--- config.mk ---
export PLATFORM = sky130hd
export DESIGN_NAME = flag_xfer_scheduler_flat
export DESIGN_NICKNAME = d
export VERILOG_FILES = /design/src/rtl/flag_xfer_scheduler_if.sv /design/src/rtl/flag_xfer_scheduler.sv /design/src/flat_wrapper.sv
export SDC_FILE = /design/constraint.sdc
export NUM_CORES = 1
export LEC_CHECK = 0
export ABC_AREA = 1
export CORE_MARGIN = 2
export CORE_UTILIZATION = 40
export DETAILED_ROUTE_END_ITERATION = 6
export RECOVER_POWER = 50
export REMOVE_ABC_BUFFERS = 1
export SETUP_SLACK_MARGIN = 0.2
export SLEW_MARGIN = 30
export SYNTH_ARGS = -nofsm -noshare
export SYNTH_HDL_FRONTEND = slang
export SYNTH_SLANG_ARGS = --single-unit
--- constraint.sdc ---
create_clock -name clkA -period 5.3 [get_ports clkA]
set_clock_uncertainty 0.2 [all_clocks]
set_input_delay 1.06 -clock clkA [delete_from_list [all_inputs] [get_ports clkA]]
set_output_delay 1.06 -clock clkA [all_outputs]
set_load 0.01 [all_outputs]
--- src/rtl/flag_xfer_scheduler_if.sv ---
// Handshake bundle between the flag scheduler and its requesters and downstream crossing.
// master drives requests, ready and ack; slave is the scheduler side.
interface flag_xfer_scheduler_if #(
  parameter int unsigned NREQ = 4
);
  localparam int unsigned IdW = (NREQ > 1) ? $clog2(NREQ) : 1;

  logic [NREQ-1:0] req_clkA;
  logic            ready_to_get_more_data;
  logic            AckIn_clkA;
  logic            FlagIn_clkA;
  logic [IdW-1:0]  grant_id_clkA;
  logic [NREQ-1:0] done_clkA;
  logic            busy_clkA;
  logic            user_w_mydevice_full;
  logic [NREQ-1:0] coalesce_err_clkA;
  logic            timeout_err_clkA;

  modport master (
    output req_clkA, ready_to_get_more_data, AckIn_clkA,
    input  FlagIn_clkA, grant_id_clkA, done_clkA, busy_clkA, user_w_mydevice_full,
           coalesce_err_clkA, timeout_err_clkA
  );

  modport slave (
    input  req_clkA, ready_to_get_more_data, AckIn_clkA,
    output FlagIn_clkA, grant_id_clkA, done_clkA, busy_clkA, user_w_mydevice_full,
           coalesce_err_clkA, timeout_err_clkA
  );
endinterface

--- src/rtl/flag_xfer_scheduler.sv ---
// Round-robin scheduler sharing one cross-domain flag pulse among NREQ requesters.
// Define FLAG_XFER_ACK_EN to finish transfers on a returned ack (with timeout) instead of HOLDOFF.
module flag_xfer_scheduler #(
  parameter int unsigned NREQ        = 4,
  parameter int unsigned HOLDOFF     = 4,
  parameter int unsigned ACK_TIMEOUT = 16
) (
  input logic                  clkA,
  input logic                  rst_clkA,
  flag_xfer_scheduler_if.slave bus
);
  localparam int unsigned IdW    = (NREQ > 1) ? $clog2(NREQ) : 1;
  localparam int unsigned CntMax = (HOLDOFF > ACK_TIMEOUT) ? HOLDOFF : ACK_TIMEOUT;
  localparam int unsigned CntW   = $clog2(CntMax + 1);

  typedef enum logic [1:0] {StIdle, StHold, StWaitAck} state_e;

  state_e          state_q;
  logic [NREQ-1:0] pending_q;
  logic [NREQ-1:0] coalesce_q;
  logic [NREQ-1:0] done_q;
  logic [IdW-1:0]  grant_id_q;
  logic [IdW-1:0]  last_q;
  logic [CntW-1:0] cnt_q;
  logic            flag_q;
  logic            full_q;

  logic [IdW-1:0]  winner;
  logic [IdW-1:0]  idx_w;
  logic            found;
  logic            grant;
  logic [NREQ-1:0] clr;
  int              idx;

  // Scan from the slot after the last winner so every requester gets a turn.
  always_comb begin
    winner = last_q;
    found  = 1'b0;
    idx    = 0;
    idx_w  = '0;
    for (int k = 1; k <= int'(NREQ); k++) begin
      idx   = (int'(last_q) + k) % int'(NREQ);
      idx_w = IdW'(idx);
      if (!found && pending_q[idx_w]) begin
        winner = idx_w;
        found  = 1'b1;
      end
    end
  end

  assign grant = (state_q == StIdle) && found && bus.ready_to_get_more_data;
  assign clr   = grant ? (NREQ'(1) << winner) : '0;

`ifdef FLAG_XFER_ACK_EN
  logic timeout_q;
`endif

  always_ff @(posedge clkA) begin
    if (rst_clkA) begin
      state_q    <= StIdle;
      pending_q  <= '0;
      coalesce_q <= '0;
      done_q     <= '0;
      grant_id_q <= '0;
      last_q     <= IdW'(NREQ - 1);
      cnt_q      <= '0;
      flag_q     <= 1'b0;
      full_q     <= 1'b1;
`ifdef FLAG_XFER_ACK_EN
      timeout_q  <= 1'b0;
`endif
    end else begin
      // A request landing on the clearing cycle re-arms the slot instead of being lost.
      pending_q  <= (pending_q & ~clr) | bus.req_clkA;
      coalesce_q <= coalesce_q | (bus.req_clkA & pending_q & ~clr);
      full_q     <= ~bus.ready_to_get_more_data | (&pending_q);
      flag_q     <= 1'b0;
      done_q     <= '0;
      unique case (state_q)
        StIdle: begin
          if (grant) begin
`ifdef FLAG_XFER_ACK_EN
            state_q    <= StWaitAck;
`else
            state_q    <= StHold;
`endif
            flag_q     <= 1'b1;
            grant_id_q <= winner;
            last_q     <= winner;
            cnt_q      <= '0;
          end
        end
        StHold: begin
          cnt_q <= cnt_q + 1'b1;
          if (cnt_q == CntW'(HOLDOFF - 1)) done_q <= NREQ'(1) << grant_id_q;
          if (cnt_q == CntW'(HOLDOFF)) state_q <= StIdle;
        end
`ifdef FLAG_XFER_ACK_EN
        StWaitAck: begin
          cnt_q <= cnt_q + 1'b1;
          if (bus.AckIn_clkA) begin
            done_q  <= NREQ'(1) << grant_id_q;
            state_q <= StIdle;
          end else if (cnt_q == CntW'(ACK_TIMEOUT - 1)) begin
            done_q    <= NREQ'(1) << grant_id_q;
            timeout_q <= 1'b1;
            state_q   <= StIdle;
          end
        end
`endif
        default: state_q <= StIdle;
      endcase
    end
  end

  assign bus.FlagIn_clkA          = flag_q;
  assign bus.grant_id_clkA        = grant_id_q;
  assign bus.done_clkA            = done_q;
  assign bus.busy_clkA            = (state_q != StIdle);
  assign bus.user_w_mydevice_full = full_q;
  assign bus.coalesce_err_clkA    = coalesce_q;

`ifdef FLAG_XFER_ACK_EN
  assign bus.timeout_err_clkA = timeout_q;
`else
  logic unused_ack;
  assign unused_ack           = bus.AckIn_clkA;
  assign bus.timeout_err_clkA = 1'b0;
`endif
endmodule
--- src/flat_wrapper.sv ---
// flat-port wrapper written by rule: the top's interface ports become plain ports
module flag_xfer_scheduler_flat 
#(
  parameter int unsigned NREQ        = 4,
  parameter int unsigned HOLDOFF     = 4,
  parameter int unsigned ACK_TIMEOUT = 16
)
  (clkA, rst_clkA, bus_req_clkA, bus_ready_to_get_more_data, bus_AckIn_clkA, bus_FlagIn_clkA, bus_grant_id_clkA, bus_done_clkA, bus_busy_clkA, bus_user_w_mydevice_full, bus_coalesce_err_clkA, bus_timeout_err_clkA);
  flag_xfer_scheduler_if #(.NREQ(NREQ)) bus_i ();
  input logic clkA;
  input logic rst_clkA;
  input wire logic [$bits(bus_i.req_clkA)-1:0] bus_req_clkA;
  input wire logic [$bits(bus_i.ready_to_get_more_data)-1:0] bus_ready_to_get_more_data;
  input wire logic [$bits(bus_i.AckIn_clkA)-1:0] bus_AckIn_clkA;
  output wire logic [$bits(bus_i.FlagIn_clkA)-1:0] bus_FlagIn_clkA;
  output wire logic [$bits(bus_i.grant_id_clkA)-1:0] bus_grant_id_clkA;
  output wire logic [$bits(bus_i.done_clkA)-1:0] bus_done_clkA;
  output wire logic [$bits(bus_i.busy_clkA)-1:0] bus_busy_clkA;
  output wire logic [$bits(bus_i.user_w_mydevice_full)-1:0] bus_user_w_mydevice_full;
  output wire logic [$bits(bus_i.coalesce_err_clkA)-1:0] bus_coalesce_err_clkA;
  output wire logic [$bits(bus_i.timeout_err_clkA)-1:0] bus_timeout_err_clkA;
  assign bus_i.req_clkA = bus_req_clkA;
  assign bus_i.ready_to_get_more_data = bus_ready_to_get_more_data;
  assign bus_i.AckIn_clkA = bus_AckIn_clkA;
  assign bus_FlagIn_clkA = bus_i.FlagIn_clkA;
  assign bus_grant_id_clkA = bus_i.grant_id_clkA;
  assign bus_done_clkA = bus_i.done_clkA;
  assign bus_busy_clkA = bus_i.busy_clkA;
  assign bus_user_w_mydevice_full = bus_i.user_w_mydevice_full;
  assign bus_coalesce_err_clkA = bus_i.coalesce_err_clkA;
  assign bus_timeout_err_clkA = bus_i.timeout_err_clkA;
  flag_xfer_scheduler #(.NREQ(NREQ), .HOLDOFF(HOLDOFF), .ACK_TIMEOUT(ACK_TIMEOUT)) u_core (.clkA(clkA), .rst_clkA(rst_clkA), .bus(bus_i));
endmodule
==> results of run 1 <==
[flip-flops by register name (all words and copies together) (netlist names)]
signal,count
u_core.bus.done_clkA,4
u_core.last_q,2
u_core.bus.coalesce_err_clkA,4
u_core.state_q,1
u_core.bus.FlagIn_clkA,1
u_core.cnt_q,5
u_core.bus.user_w_mydevice_full,1
u_core.bus.grant_id_clkA,2
u_core.pending_q,4
[cell type report]
class,instances,area [um2],area share
sequential,24,480,0.317
tap,44,55.1,0.0364
clock buffer,4,36.3,0.0240
timing repair buffer,19,190,0.126
multi-input combinational,127,619,0.409
inverter,35,133,0.0876
[per-stage QoR]
step                      instance area (um2)  instances  hold slack (ns)  utilization  worst slack (ns)
after floorplan                          1290        186            0.265            -              3.46
after global placement                   1540        249            0.238        0.499              2.47
after detailed placement                 1540        249            0.244        0.499              2.46
after CTS                                1570        253            0.262        0.511              2.59
after global routing                     1510        253            0.278        0.492              2.17
final                                    1510        253            0.261        0.492              2.44
[power groups by stage]
| stage | clock [mW] | combinational (mW) | sequential (mW) |
|---|---|---|---|
| after CTS | 0.101 | 0.495 | 0.259 |
| after floorplan | 0 | 0.371 | 0.261 |
| after global routing | 0.108 | 0.494 | 0.263 |
| after detailed placement | 0 | 0.492 | 0.263 |
| final | 0.0944 | 0.433 | 0.259 |
| after global placement | 0 | 0.482 | 0.262 |
[kinds of logic after synthesis]
logic type,count (synthesis),synth area share
compound gates,22,0.107
fa+ha+maj,2,0.0191
buf+inv,39,0.119
flops,24,0.366
other cells,1,0.00286
simple gates,102,0.386
[worst max-delay path, cell delays in order, from the launching register on]
cell and delay [ns]:
dfxtp_1 0.57, inv_1 0.25, nand2_1 0.10, nand2_1 0.09, nand2_1 0.16, nand2_1 0.11, nor2_1 0.26, nand3_2 0.10
nand3_1 0.33, clkinvlp_2 0.29, nor2_4 0.14, nand2_1 0.08, a21oi_2 0.11
[worst max-delay path by stage]
stage                       from                 endpoint  slack, ns  cells past startpoint
2_1_floorplan   u_core.last_q[0]      u_core.pending_q[2]       3.46                     13
3_3_place_gp            rst_clkA  u_core.bus.done_clkA[2]       2.47                      4
3_5_place_dp            rst_clkA  u_core.bus.done_clkA[0]       2.46                      4
4_1_cts        u_core.state_q[0]            bus_busy_clkA       2.59                      1
5_1_grt         u_core.last_q[0]          u_core.cnt_q[1]       2.17                     12
6_report        u_core.last_q[0]          u_core.cnt_q[1]       2.44                     12
[placed cells by master (no fill, tap or decap), drive strengths merged, types with 4 or more instances in the layout]
cell type       n
a21oi          14
clkbuf          4
clkdlybuf4s50  17
dfxtp          24
inv            34
nand2          68
nand3          15
nor2           14
o21ai           5
[per-layer routing]
layer  part of all wire  vias to the layer above
li1                   -                      617
met1               0.43                      538
met2               0.50                       39
met3              0.063                        2
met4             0.0038                        0
met5                  0                        -
==> metrics.md, run 1 <==
| Metric | Value |
|---|---|
| First-pass GRT wire length | `4440 um` |
| P_leak | `0.730 nW` |
| Commonest cells post-synth | `nand2_1, inv_1, dfxtp_1` |
| Gr usage total | `0.157` |
| Internal Power | `410 uW` |
| Row count | `20` |
| Number of global-route vias before repair | `1069` |
| Final net count | `220` |
| Share of post-route cells with drive strength above 1 | `0.0909` |
| Worst Max-Slew Pin Slew | `0.698 ns` |
| H-tree lvl count | `1` |
| R2R cell count | `12` |
| Fin crit share | `0.540` |
| Hold_sp | `u_core.bus.coalesce_err_clkA[3]` |
| Worst-path maximum fanout | `11` |
| Worst-case vdd ir drop | `208 uV` |
| TNS Setup | `0 ns` |
| Drt wl/cell | `10.5 um` |
| # fillers | `316` |
| Fmax | `0.349 GHz` |
| Slew Viols, Final | `0` |
| Seq pwr share | `0.329` |
| RSZ-0062 raised after global routing | `no` |
| Clk Latency, worst-skew pair | `0.31 ns` |
| Vias/cell | `4.73` |
| Antenna violations before repair | `0` |
| Ranking of synthesized cells by area | `dfxtp_1, nand2_1, inv_1` |
| Syn Inst Count | `190` |
| P&R area growth vs syn | `15.3%` |
| Die ar. | `3760 um2` |
| Slew headroom | `0.533` |
| Antenna-violating nets left | `0` |
| Yosys Warn Count | `0` |
| Vias | `about 1200` |
| Hold Crit Endpoint | `u_core.bus.coalesce_err_clkA[3]` |
| CP Capture Type | `flop` |
| Syn avg cell area | `6.91 um2` |
| CTS root buf | `clkbuf_4` |
| Die height | `between 60 and 70 um` |
| Starting DRC count in detailed routing | `40` |
| Net Sw Power | `376 uW` |
| FF-to-FF Start | `u_core.last_q[0]` |
| Hold Crit Depth | `2` |
| Final min period | `between 2 and 3 ns` |
| Clock Sinks | `24` |
| Number of CTS-inserted buffers | `3` |
| Final setup viols | `0` |
| Num ports | `22` |
| Clk buf depth | `2` |
| Total power | `roughly 800 uW` |
| CP arrival | `2.91 ns` |
| Top_reg_cell synth | `dfxtp_1` |
| Largest net degree at the start of global routing | `17` |
| Most numerous cell in the Yosys netlist | `nand2_1` |
| Synth cell types | `28` |
| M1 GR Usage | `0.177` |
| Grt ovf | `0` |
| Worst path required time | `5.35 ns` |
| FF-to-FF End | `u_core.cnt_q[1]` |
| Worst Hold Class | `reg2reg` |
| Die Wd | `61.3 um` |
| Clock-pin slew on the worst setup and hold paths | `between 0.1 and 0.15 ns` |
| Sequential element share of the synthesized area | `0.366` |
| Sw Ratio | `0.479` |
| Port bufs | `19` |
| Clock share of power | `0.120` |
| # resized after CTS | `0` |
| Max-cap viol count | `0` |
| Diode count | `0` |
| Post-CTS setup buffers | `0` |
| Detail Placement HPWL | `2070 um` |
| Status | `complete, no violations` |
| Layer with the highest usage | `met2` |
| CTS tree | `done` |
| Combinational power share | `0.551` |
| Yosys top cell by area | `dfxtp_1` |
| Async SR Flop Fraction | `0` |
| Post-route DRC | `0` |
| Top cell type's share of synthesized area | `0.366` |
| R2r setup slk | `2.44 ns` |
| Initial Util | `0.426` |
| CTS hold repair buffers | `0` |
| 1st-pass router iterations | `4` |
| Critical setup path kind | `reg2reg` |
| Final hold vios | `0` |
| Final RePlAce weighted congestion | `between 0.7 and 0.8` |
| Met2 usage | `0.290` |
| Met3 usage | `0.0504` |
| Yosys reg bits | `24` |
| Core Box Area | `3080 um2` |
| Post-Route WL | `2650 um` |
| Post-Syn Area | `1310 um2` |
| Critical path launch point type | `flop` |
| EDFF count, synth | `0` |
| Power Dens Cells | `approximately 520 nW/um2` |
(Power assumes the default switching activity.)
==> run 2: changes to the inputs <==
- clock period: 5.3 -> 2.87 ns (I/O delays scaled with it)
==> metrics.md, run 2 (synthesis results as in run 1) <==
| Metric | Value |
|---|---|
| Vias | `1201 (+0.42%)` |
| Starting DRC count in detailed routing | `34 (-15%)` |
| Most frequent cells in the layout | `nand2_1, inv_1, dfxtp_1, nand3_1, dlygate4sd3_1` |
| TNS Setup | `0 ns (unchanged)` |
| Vias/cell | `4.73 (about the same)` |
| Final hold vios | `0 (unchanged)` |
| Clock Sinks | `24 (unchanged)` |
| Slew Viols, Final | `0 (unchanged)` |
| Number of global-route vias before repair | `1116 (+4.4%)` |
| R2r setup slk | `0.47 ns (-1.97 ns)` |
| Die height | `61.3 um (unchanged)` |
| Die ar. | `3760 um2 (unchanged)` |
| Clock-pin slew on the worst setup and hold paths | `0.14 ns (+0.02 ns)` |
| Post-route DRC | `0 (unchanged)` |
| RSZ-0062 raised after global routing | `no` |
| CP Capture Type | `flop` |
| Critical path, cell by cell | `inv_1, nand2_1, nand2_4, nand2_1, nand2_4, nor2_8, nand2_2, nand2_1, nand2_1, nor2_2, nand2_1, nand2_1, a21oi_2` |
| Critical path launch point type | `flop` |
| Hold Crit Depth | `2 (unchanged)` |
| R2R cell count | `13 (+1)` |
| Top reg by flops | `u_core.cnt_q` |
| Share of post-route cells with drive strength above 1 | `0.129 (+0.0377)` |
| P_leak | `0.778 nW (+6.5%)` |
| Final min period | `2.40 ns (-0.463 ns)` |
| Worst Hold Class | `reg2reg` |
| 1st-pass router iterations | `4 (unchanged)` |
| Max-cap viol count | `0 (unchanged)` |
| Power Dens Cells | `1020 nW/um2 (+97%)` |
| H-tree lvl count | `1 (unchanged)` |
| Largest net degree at the start of global routing | `15 (-2)` |
| Num ports | `22 (unchanged)` |
| CP arrival | `2.42 ns (-0.49 ns)` |
| Initial Util | `0.426 (unchanged)` |
| P&R area growth vs syn | `21.0%` |
| Worst hold margin | `0.258 ns (-0.00304 ns)` |
| FF-to-FF Start | `u_core.last_q[0]` |
| Most common cell after layout, fill and taps aside | `nand2_1` |
| Grt ovf | `0 (unchanged)` |
| Diode count | `0 (unchanged)` |
| Cells after DPL | `250 (+0.40%)` |
| CTS tree | `done` |
| FF-to-FF End | `u_core.pending_q[3]` |
| Port bufs | `19 (unchanged)` |
| Core Box Area | `3080 um2 (unchanged)` |
| CTS hold repair buffers | `0 (unchanged)` |
| Worst path required time | `2.89 ns (-2.46 ns)` |
| Clk Latency, worst-skew pair | `0.32 ns (about the same)` |
| Worst-case vdd ir drop | `365 uV (+76%)` |
| Crit-path slowest cell | `dfxtp_1` |
| Row count | `20 (unchanged)` |
| Post-Route WL | `2820 um (+6.5%)` |
| Antenna violations before repair | `0 (unchanged)` |
| Clk buf depth | `2 (unchanged)` |
| Largest stage delay, worst path | `0.59 ns (+0.02 ns)` |
| Final std cells w/o fill | `254 (+0.40%)` |
| Hold Crit Endpoint | `u_core.bus.coalesce_err_clkA[2]` |
| Status | `complete, no violations` |
| Die Wd | `61.3 um (unchanged)` |
| CTS root buf | `clkbuf_4` |
| Post-CTS setup buffers | `0 (unchanged)` |
| # resized after CTS | `0 (unchanged)` |
| Critical setup path kind | `reg2reg` |
| Worst-path maximum fanout | `11 (unchanged)` |
| Hold_sp | `u_core.bus.coalesce_err_clkA[2]` |
| Max reg flops | `5 (unchanged)` |
| Most frequent CP cell | `nand2_1` |
| Antenna-violating nets left | `0 (unchanged)` |
| Fmax | `0.416 GHz (+19%)` |
| Fin crit share | `0.837 (+0.296)` |
| Final RePlAce weighted congestion | `0.820 (+2.6%)` |
| Detail Placement HPWL | `2220 um (+7.5%)` |
| Drt wl/cell | `11.1 um (+6.0%)` |
| Gr usage total | `0.175 (+0.0174)` |
| Final net count | `221 (+0.45%)` |
| First-pass GRT wire length | `4740 um (+6.7%)` |
| Final setup viols | `0 (unchanged)` |
| Number of CTS-inserted buffers | `3 (unchanged)` |
## run 2: report_power, final
part / internal [mW] / switching, mW
Combinational: 0.322 / 0.573
Clock: 0.141 / 0.105
Sequential: 0.394 / 0.0863
Total: 0.857 / 0.763
## run 2: through the flow
stage	cell area [um2]	setup WS [ns]	power [mW]	utilization
after floorplan	1290	1.03	1.17	-
after global placement	1540	0.757	1.38	0.501
after detailed placement	1540	0.694	1.41	0.501
after CTS	1600	0.605	1.66	0.518
after global routing	1590	0.225	1.78	0.516
final	1590	0.469	1.62	0.516
## run 2: worst max-delay path: cells and delay by family, from the launching register on
kind,cells,cell delay [ns]
AOI/OAI and AO/OA,1,0.05
buffers and inverters,1,0.26
DFF,1,0.59
and+or+nand+nor,11,1.19
## run 2: worst max-delay path by stage
stage,startpoint,endpoint,slack (ns),cells past startpoint
CTS,u_core.state_q[0],bus_busy_clkA,0.60,1
floorplan,u_core.last_q[0],u_core.pending_q[2],1.03,13
global placement,rst_clkA,u_core.bus.done_clkA[2],0.76,4
detailed placement,u_core.last_q[0],u_core.pending_q[2],0.69,13
global route,u_core.last_q[0],u_core.pending_q[2],0.23,13
finish,u_core.last_q[0],u_core.pending_q[3],0.47,13
## run 2: cell type report
cell class                      count  area [um2]
Multi-Input combinational cell    127         668
Timing Repair Buffer               20         198
Fill cell                         322        1490
Clock buffer                        3        22.5
Sequential cell                    24         480
Inverter                           35         134
Clock inverter                      1        30.0
Tap cell                           44        55.1
## run 2: metal layers
metal | up-vias | share of wire | track usage
li1 | 631 | - | -
met1 | 544 | 0.43 | 0.193
met2 | 21 | 0.51 | 0.319
met3 | 5 | 0.040 | 0.0462
met4 | 0 | 0.016 | 0.0652
met5 | - | 0 | 0
